<file path="config.mk">
export PLATFORM = sky130hd
export DESIGN_NAME = seg7_scan_mux
export DESIGN_NICKNAME = d
export VERILOG_FILES = /design/src/rtl/seg7_scan_mux_pkg.sv /design/src/rtl/seg7_scan_mux_prescaler.sv /design/src/rtl/seg7_scan_mux.sv
export SDC_FILE = /design/constraint.sdc
export NUM_CORES = 1
export LEC_CHECK = 0
export CORE_MARGIN = 1
export CORE_UTILIZATION = 30
export CTS_CLUSTER_DIAMETER = 200
export DETAILED_ROUTE_END_ITERATION = 7
export SLEW_MARGIN = 5
export SYNTH_ARGS = -nofsm -noshare
export SYNTH_HDL_FRONTEND = slang
export SYNTH_SLANG_ARGS = --single-unit
export TNS_END_PERCENT = 50
</file>
<file path="constraint.sdc">
create_clock -name i_clk -period 2.1 [get_ports i_clk]
set_clock_uncertainty 0.1 [all_clocks]
set_input_delay 0.21 -clock i_clk [delete_from_list [all_inputs] [get_ports i_clk]]
set_output_delay 0.21 -clock i_clk [all_outputs]
set_load 0.03 [all_outputs]
</file>
<file path="src/rtl/seg7_scan_mux_pkg.sv">
// Shared widths and constants for the 7-segment digit scanner.
package seg7_scan_mux_pkg;

  localparam int unsigned BCD_W     = 4;
  localparam logic        ANODE_OFF = 1'b1;

endpackage

</file>
<file path="src/rtl/seg7_scan_mux_prescaler.sv">
// Slot-rate prescaler: counts 0..REFRESH_DIV-1 while enabled and flags the last count.
module scan_prescaler #(
  parameter  int unsigned REFRESH_DIV = 50000,
  localparam int unsigned PS_W        = $clog2(REFRESH_DIV)
) (
  input  logic            i_clk,
  input  logic            i_rst,
  input  logic            i_en,
  output logic [PS_W-1:0] o_ps,
  output logic            o_tc_c
);

  logic [PS_W-1:0] r_ps;
  logic            w_last;

  assign w_last = (r_ps == PS_W'(REFRESH_DIV - 1));

  always_ff @(posedge i_clk) begin
    if (i_rst) begin
      r_ps <= '0;
    end else if (i_en) begin
      r_ps <= w_last ? '0 : r_ps + PS_W'(1);
    end
  end

  assign o_ps   = r_ps;
  assign o_tc_c = i_en & w_last;

endmodule

</file>
<file path="src/rtl/seg7_scan_mux.sv">
// Time-multiplexed scanner for a common-anode 7-segment display with dead time,
// leading-zero blanking and a per-frame snapshot of the input digits.
module seg7_scan_mux
  import seg7_scan_mux_pkg::*;
#(
  parameter int unsigned N_DIGITS    = 4,
  parameter int unsigned REFRESH_DIV = 50000,
  parameter int unsigned DEAD_CYCLES = 2
) (
  input  logic                      i_clk,
  input  logic                      i_rst,
  input  logic                      i_en,
  input  logic [BCD_W*N_DIGITS-1:0] i_digits,
  input  logic [N_DIGITS-1:0]       i_dp_in,
  input  logic                      i_lz_blank,
  output logic [BCD_W-1:0]          o_num,
  output logic                      o_dp,
  output logic [N_DIGITS-1:0]       o_an,
  output logic                      o_blank,
  output logic                      o_frame
);

  localparam int unsigned IDX_W = $clog2(N_DIGITS);
  localparam int unsigned PS_W  = $clog2(REFRESH_DIV);

  logic [PS_W-1:0]                  w_ps;
  logic                             w_tc;
  logic                             w_wrap;
  logic                             w_live;
  logic                             w_blanked;
  logic                             w_visible;
  logic [N_DIGITS-1:0]              w_zero_from;
  logic [N_DIGITS-1:0]              w_onehot;

  logic [IDX_W-1:0]                 r_idx;
  logic [N_DIGITS-1:0][BCD_W-1:0]   r_snap_d;
  logic [N_DIGITS-1:0]              r_snap_dp;
  logic [BCD_W-1:0]                 r_num;
  logic                             r_dp;
  logic [N_DIGITS-1:0]              r_an;
  logic                             r_blank;
  logic                             r_frame;

  scan_prescaler #(.REFRESH_DIV(REFRESH_DIV)) u_ps (
    .i_clk  (i_clk),
    .i_rst  (i_rst),
    .i_en   (i_en),
    .o_ps   (w_ps),
    .o_tc_c (w_tc)
  );

  // Dead time opens each slot with all anodes off to suppress ghosting.
  if (DEAD_CYCLES == 0) begin : g_no_dead
    assign w_live = 1'b1;
  end else begin : g_dead
    assign w_live = (w_ps >= PS_W'(DEAD_CYCLES));
  end

  // w_zero_from[i]: snapshot nibbles i..N_DIGITS-1 are all zero.
  always_comb begin
    w_zero_from = '0;
    w_zero_from[N_DIGITS-1] = (r_snap_d[N_DIGITS-1] == '0);
    for (int i = N_DIGITS - 2; i >= 0; i--) begin
      w_zero_from[i] = (r_snap_d[i] == '0) & w_zero_from[i+1];
    end
  end

  assign w_blanked = i_lz_blank & (r_idx != '0) & w_zero_from[r_idx];
  assign w_visible = i_en & w_live & ~w_blanked;
  assign w_wrap    = w_tc & (r_idx == IDX_W'(N_DIGITS - 1));
  assign w_onehot  = N_DIGITS'(1) << r_idx;

  always_ff @(posedge i_clk) begin
    if (i_rst) begin
      r_idx     <= '0;
      r_snap_d  <= '0;
      r_snap_dp <= '0;
      r_num     <= '0;
      r_dp      <= 1'b0;
      r_an      <= {N_DIGITS{ANODE_OFF}};
      r_blank   <= 1'b1;
      r_frame   <= 1'b0;
    end else begin
      r_frame <= w_wrap;
      r_num   <= r_snap_d[r_idx];
      if (w_visible) begin
        r_an    <= ~w_onehot;
        r_dp    <= r_snap_dp[r_idx];
        r_blank <= 1'b0;
      end else begin
        r_an    <= {N_DIGITS{ANODE_OFF}};
        r_dp    <= 1'b0;
        r_blank <= 1'b1;
      end
      if (w_tc) begin
        r_idx <= (r_idx == IDX_W'(N_DIGITS - 1)) ? '0 : r_idx + IDX_W'(1);
      end
      // Inputs are only sampled at the frame wrap so a frame is always coherent.
      if (w_wrap) begin
        r_snap_d  <= i_digits;
        r_snap_dp <= i_dp_in;
      end
    end
  end

  assign o_num   = r_num;
  assign o_dp    = r_dp;
  assign o_an    = r_an;
  assign o_blank = r_blank;
  assign o_frame = r_frame;

endmodule

</file>
==> results of run 1 <==
==> per-stage QoR <==
stage	TNS (ps)	instances	worst slack, ps	cell area (sq um)
2_1_floorplan	0	192	284.3	2037
3_3_place_gp	-1321	308	-68.22	2529
3_5_place_dp	-1975	308	-129.5	2529
4_1_cts	0	316	140.5	2624
5_1_grt	0	316	50.73	2624
6_report	0	316	147.2	2624
==> flip-flops by register name, indices dropped and copies added, names as in the netlist <==
name / flops
o_num: 4
r_idx: 2
o_dp: 1
o_an: 4
o_blank: 1
r_snap_d: 16
u_ps.o_ps: 16
o_frame: 1
r_snap_dp: 4
==> kinds of logic (layout without fill, tap and decap cells) <==
kind of cell	Yosys count	in the layout	share of synthesized area
AND/OR/NAND/NOR	73	73	0.2089
flip-flops	49	49	0.4816
AO/OA/AOI/OAI	30	30	0.1173
XOR/XNOR	15	15	0.06450
buffers and inverters	14	61	0.03563
adder cells (fa/ha/maj)	6	6	0.03685
multiplexers	5	5	0.05528
==> timing repair <==
action,4_1_cts,5_1_grt
setup endpoints to repair,20,0
gates resized for setup,1,0
hold buffers,0,0
buffers inserted,0,0
==> path summary, 6_finish.rpt <==
check / endpoint / slack (ps) / cells after the start
setup / recovery: r_snap_dp[1]$_SDFFE_PP0P_ / 150 / 6
hold / removal: r_snap_dp[2]$_SDFFE_PP0P_ / 390 / 1
setup reg to reg: r_snap_dp[1]$_SDFFE_PP0P_ / 150 / 6
hold reg to reg: r_snap_dp[2]$_SDFFE_PP0P_ / 390 / 1
==> critical path, stage by stage, from the launching register on <==
cell and delay [ps]:
dfxtp_1 350, or4_4 520, and2b_1 230, buf_4 120, a31oi_1 70, buf_4 210
a22o_1 260
==> cells in the final DEF (no fill, tap or decap), types with 5 or more instances in the layout <==
master	netlist	final
nor2_1	21	21
clkbuf_8	0	5
nor4_1	5	5
nand2_1	7	7
buf_4	4	15
dfxtp_1	49	49
nor2b_1	5	5
xnor2_1	12	12
mux4_2	5	5
nand4_1	12	12
nor3_1	5	5
a22o_1	20	20
clkdlybuf4s50_1	0	34
ha_1	6	6
==> routing by layer <==
layer  vias up  routed length, microns
met2        42                    1934
met5         -                       0
li1        802                       -
met1       741                    2121
met3         7                     243
met4         0                      63
==> power groups by stage <==
stage,Combinational (uW),Sequential [uW],Clock (uW)
after floorplan,36.5,966,0
after global placement,113,960,0
after detailed placement,112,960,0
after CTS,113,939,598
after global routing,124,940,643
final,112,939,578
==> layout make-up <==
| cell class | count | area share |
|---|---|---|
| tap | 77 | 0.03672 |
| sequential | 49 | 0.3739 |
| clock inverter | 3 | 0.009537 |
| inverter | 4 | 0.005722 |
| clock buffer | 5 | 0.02623 |
| timing repair buffer | 49 | 0.1726 |
| multi-input combinational | 129 | 0.3753 |
==> results.tsv, run 1 <==
stage	metric	value	unit
global_route	number of global-route vias before repair	1475	
synthesis	main area contributors after synthesis	dfxtp_1 (48%), a22o_1 (8.6%), mux4_2 (5.5%)	
synthesis	Yosys top cell area share	0.4816	
synthesis	register bit total from synthesis	49	
clock_network	Worst-path clk slew	100	ps
hold_path	Hold Path Origin	r_snap_dp[2]$_SDFFE_PP0P_	
route	# DRC	6	
placed_design	DP HPWL	3172	microns
pwr	Clk pwr share	0.355	
pwr	Pleak	0.0009952	uW
synthesis	syn nets	222	
global_route	gr busiest metal	met2	
setup_path	crit path kind	flip-flop to flip-flop	
outcome	failing checks	design-rule violations	
route	Via Count	1592	
route	post-route ant nets	0	
sta	max_slew headroom	0.6864	
clock_network	CTS tree	yes	
synthesis	Post-Synthesis Cells	192	
finish	FF+latch area	980.9	sq um
synthesis	Main synth FF type	dfxtp_1	
clock_network	clk_lat worst skew	310	ps
global_route	total gr overflow	0	
floorplanning	Starting Density	0.3154	
pwr	Comb pwr share	0.069	
finish	# diodes	0	
global_route	met1 Usage GRT	0.1828	
clock_network	H-tree depth	2	
route	Detailed Route WL	4362	microns
synthesis	post-synthesis cell area	2037	sq um
pwr	Internal	1238	uW
setup_path	Worst R2R Start	u_ps.o_ps[13]$_SDFFE_PP0P_	
finish	Fill cells	626	
job	max-cap violation count	0	
clock_network	Num CTS Buffers	5	
floorplanning	Core Area	6459	sq um
global_route	largest net degree at the start of global routing	21	
global_route	met2 Usage GRT	0.1915	
route	1st-iter DRT viols	93	
finish	Nets	268	
global_route	GRT Overall Usage	0.1304	
synthesis	number of synthesized flops with an enable pin	0	
global_route	first-pass GRT wire length	7245	microns
clock_network	CTS Root Cell	clkbuf_8	
route	Routed WL per cell	13.80	microns
synthesis	Synth cell types	32	
synthesis	Commonest cells post-synth	dfxtp_1 (49), nor2_1 (21), a22o_1 (20)	
global_route	met3 Resource Use GR	0.03441	
setup_path	CP startpoint	u_ps.o_ps[13]$_SDFFE_PP0P_	
synthesis	post-synthesis sequential area ratio	0.4816	
floorplanning	die width	84.40	microns
route	routed vias/inst	5.038	
sta	post-route minimum period	1953	ps
setup_path	CP Capture Type	flip-flop	
setup_path	crit path max fanout	20	
sta	crit share post-route	0.9299	
finish	Multi-input gate area	984.7	sq um
clock_network	clk buf depth	2	
synthesis	Post-Syn Area per Cell	10.61	sq um
sta	Pins Over Slew Limit	0	
synthesis	synth warn	0	
placed_design	number of I/O port buffers	34	
pwr	total power	1629	uW
setup_path	CP arrival	2060	ps
synthesis	ys async rst share	0	
floorplanning	die height	84.40	microns
floorplanning	Cell Rows	29	
sta	worst slew pin tran	469.9	ps
floorplanning	I/O Pins	35	
sta	Final setup viols	0	
sta	RSZ-0062 raised after global routing	false	
synthesis	Synth area leader	dfxtp_1	
finish	layout cells sized above 1	0.1381	
pwr	power per cell area	620.9	nW/um^2
sta	highest clock rate	512.1	MHz
pwr	register share of total power	0.576	
finish	Area Overhead vs Synth	28.81	%
floorplanning	die area	7123	sq um
global_route	initial antenna violation count	0	
pwr	Sw Ratio	0.2399	
route	drt pass-1 iters	6	
hold_path	Hold Path Class	flip-flop to flip-flop	
finish	Layout Utilization	0.4062	
outcome	outcome	complete, but fails checks	
sta	final hold slack	385.6	ps
placed_design	GPL Wtd Cong	0.7870	
sta	final count of hold timing violations	0	
setup_path	Req. time, crit path	2210	ps
pwr	Worst VDD drop	0.3084	mV
setup_path	Setup crit start kind	flip-flop	
synthesis	most frequent cell after synthesis	dfxtp_1	
clock_network	# clock sinks	49	
pwr	Sw Pwr	390.8	uW
No activity file was read; power rests on OpenSTA's default activity.
==> run 2: changes to the inputs <==
--- a/config.mk
+++ b/config.mk
@@ -5,10 +5,13 @@
 export SDC_FILE = /design/constraint.sdc
 export NUM_CORES = 1
 export LEC_CHECK = 0
+export CELL_PAD_IN_SITES_DETAIL_PLACEMENT = 1
+export CELL_PAD_IN_SITES_GLOBAL_PLACEMENT = 1
 export CORE_MARGIN = 1
-export CORE_UTILIZATION = 30
+export CORE_UTILIZATION = 40
 export CTS_CLUSTER_DIAMETER = 200
 export DETAILED_ROUTE_END_ITERATION = 7
+export PLACE_DENSITY_LB_ADDON = 0.1
 export SLEW_MARGIN = 5
 export SYNTH_ARGS = -nofsm -noshare
 export SYNTH_HDL_FRONTEND = slang
==> run 2 against run 1 <==
  * The flow now finishes without violations
  * Critical path type unchanged
  * Clock power down 5.4%
  * Final area is 0.52% lower
  * Maximum frequency is 2.5% lower
  * Sequential share of layout area grew 0.20 points
  * Largest cell class unchanged
  * Die area shrank 24%
  * Critical endpoint is now r_snap_d[6]$_SDFFE_PP0P_
==> results.tsv, run 2 (synthesis results as in run 1) <==
stage	metric	value	unit
finish	Fill cells	555	
finish	commonest non-fill, non-tap cell in the layout	dfxtp_1	
setup_path	CP arrival	2150	ps
outcome	outcome	finished, final reports clean	
pwr	Sw Pwr	366.4	uW
clock_network	CTS resizes	1	
sta	setup tns final	0	ps
sta	RSZ-0062 raised after global routing	false	
placed_design	GPL Wtd Cong	0.7888	
finish	layout cells sized above 1	0.1303	
job	max-cap violation count	0	
global_route	number of global-route vias before repair	1632	
finish	Nets	267	
floorplanning	I/O Pins	35	
setup_path	setup slack, reg-to-reg	100	ps
floorplanning	die width	73.36	microns
pwr	Sw Ratio	0.2282	
sta	max_slew headroom	0.6885	
finish	# diodes	0	
clock_network	Post-CTS Setup Inserts	0	
pwr	Worst VDD drop	0.3681	mV
clock_network	Worst-path clk slew	90	ps
clock_network	# clock sinks	49	
clock_network	H-tree depth	2	
sta	final count of hold timing violations	0	
clock_network	CTS Hold Bufs	0	
sta	highest clock rate	499.5	MHz
clock_network	Num CTS Buffers	5	
clock_network	clk buf depth	2	
clock_network	clk_lat worst skew	300	ps
placed_design	DP HPWL	3737	microns
route	post-route ant nets	0	
sta	worst setup margin	97.93	ps
floorplanning	Starting Density	0.4229	
global_route	first-pass GRT wire length	8010	microns
finish	Area Overhead vs Synth	28.13	%
clock_network	CTS Root Cell	clkbuf_8	
route	Detailed Route WL	4952	microns
sta	Final setup viols	0	
route	# DRC	0	
clock_network	CTS tree	yes	
route	1st-iter DRT viols	105	
sta	Pins Over Slew Limit	0	
placed_design	number of I/O port buffers	34	
setup_path	CP Capture Type	flip-flop	
setup_path	crit path max fanout	20	
finish	Multi-input gate area	984.7	sq um
pwr	power per cell area	615.1	nW/um^2
pwr	Clk pwr share	0.341	
global_route	total gr overflow	0	
hold_path	Hold Path Class	primary input to flip-flop	
sta	worst slew pin tran	466.7	ps
pwr	Comb pwr share	0.075	
finish	most frequent cells in the layout	dfxtp_1 (49), clkdlybuf4s50_1 (34), nor2_1 (21)	
global_route	GRT Overall Usage	0.1979	
route	routed vias/inst	5.393	
sta	crit share post-route	0.9534	
floorplanning	die height	73.36	microns
setup_path	Setup crit start kind	flip-flop	
floorplanning	Core Area	4817	sq um
pwr	Pleak	0.0009892	uW
finish	FF+latch area	980.9	sq um
sta	final hold slack	389.6	ps
setup_path	crit path kind	flip-flop to flip-flop	
setup_path	Req. time, crit path	2240	ps
route	Routed WL per cell	16.24	microns
placed_design	dpl ws	-202.2	ps
global_route	largest net degree at the start of global routing	21	
route	drt pass-1 iters	4	
floorplanning	die area	5382	sq um
sta	post-route minimum period	2002	ps
floorplanning	Cell Rows	25	
pwr	register share of total power	0.584	
pwr	Internal	1239	uW
global_route	initial antenna violation count	0	
route	Via Count	1645	
run 2: per-layer routing:
metal	track usage	wire, microns	up-vias
li1	-	-	797
met1	0.2726	2426	802
met2	0.3045	2248	41
met3	0.04801	220	5
met4	0.06624	56	0
met5	0	0	-
run 2: worst max-delay path, stage by stage, from the launching register on:
cell and delay [ps]:
dfxtp_1 340, or4_4 520, and2b_1 280, and4b_2 520, a22o_1 190
run 2: path summary, 6_finish.rpt:
| path | start | to | cells after the start |
|---|---|---|---|
| setup / recovery | u_ps.o_ps[13]$_SDFFE_PP0P_ | r_snap_d[6]$_SDFFE_PP0P_ | 4 |
| hold reg to reg | r_snap_dp[1]$_SDFFE_PP0P_ | r_snap_dp[1]$_SDFFE_PP0P_ | 1 |
| hold / removal | i_digits[10] | r_snap_d[10]$_SDFFE_PP0P_ | 2 |
| setup reg to reg | u_ps.o_ps[13]$_SDFFE_PP0P_ | r_snap_d[6]$_SDFFE_PP0P_ | 4 |
run 2: through the flow:
stage	area, sq um	total power [uW]	instances	utilization
CTS	2610	1623	305	0.5418
global placement	2521	1077	297	0.5234
detailed placement	2521	1080	297	0.5234
global route	2610	1664	305	0.5418
floorplan	2037	1003	192	-
finish	2610	1605	305	0.5418
run 2: power by group through the flow:
stage          sequential (uW)  clock (uW)  combinational (uW)
2_1_floorplan              966           0                36.5
6_report                   938         547                 120
4_1_cts                    938         563                 121
5_1_grt                    939         596                 130
3_3_place_gp               959           0                 118
3_5_place_dp               960           0                 120
run 2: layout make-up:
| type | instances | area share |
|---|---|---|
| multi-input combinational | 129 | 0.3773 |
| sequential | 49 | 0.3758 |
| timing repair buffer | 48 | 0.1755 |
| tap | 67 | 0.03212 |
| clock buffer | 6 | 0.02780 |
| clock inverter | 2 | 0.005753 |
| inverter | 4 | 0.005753 |
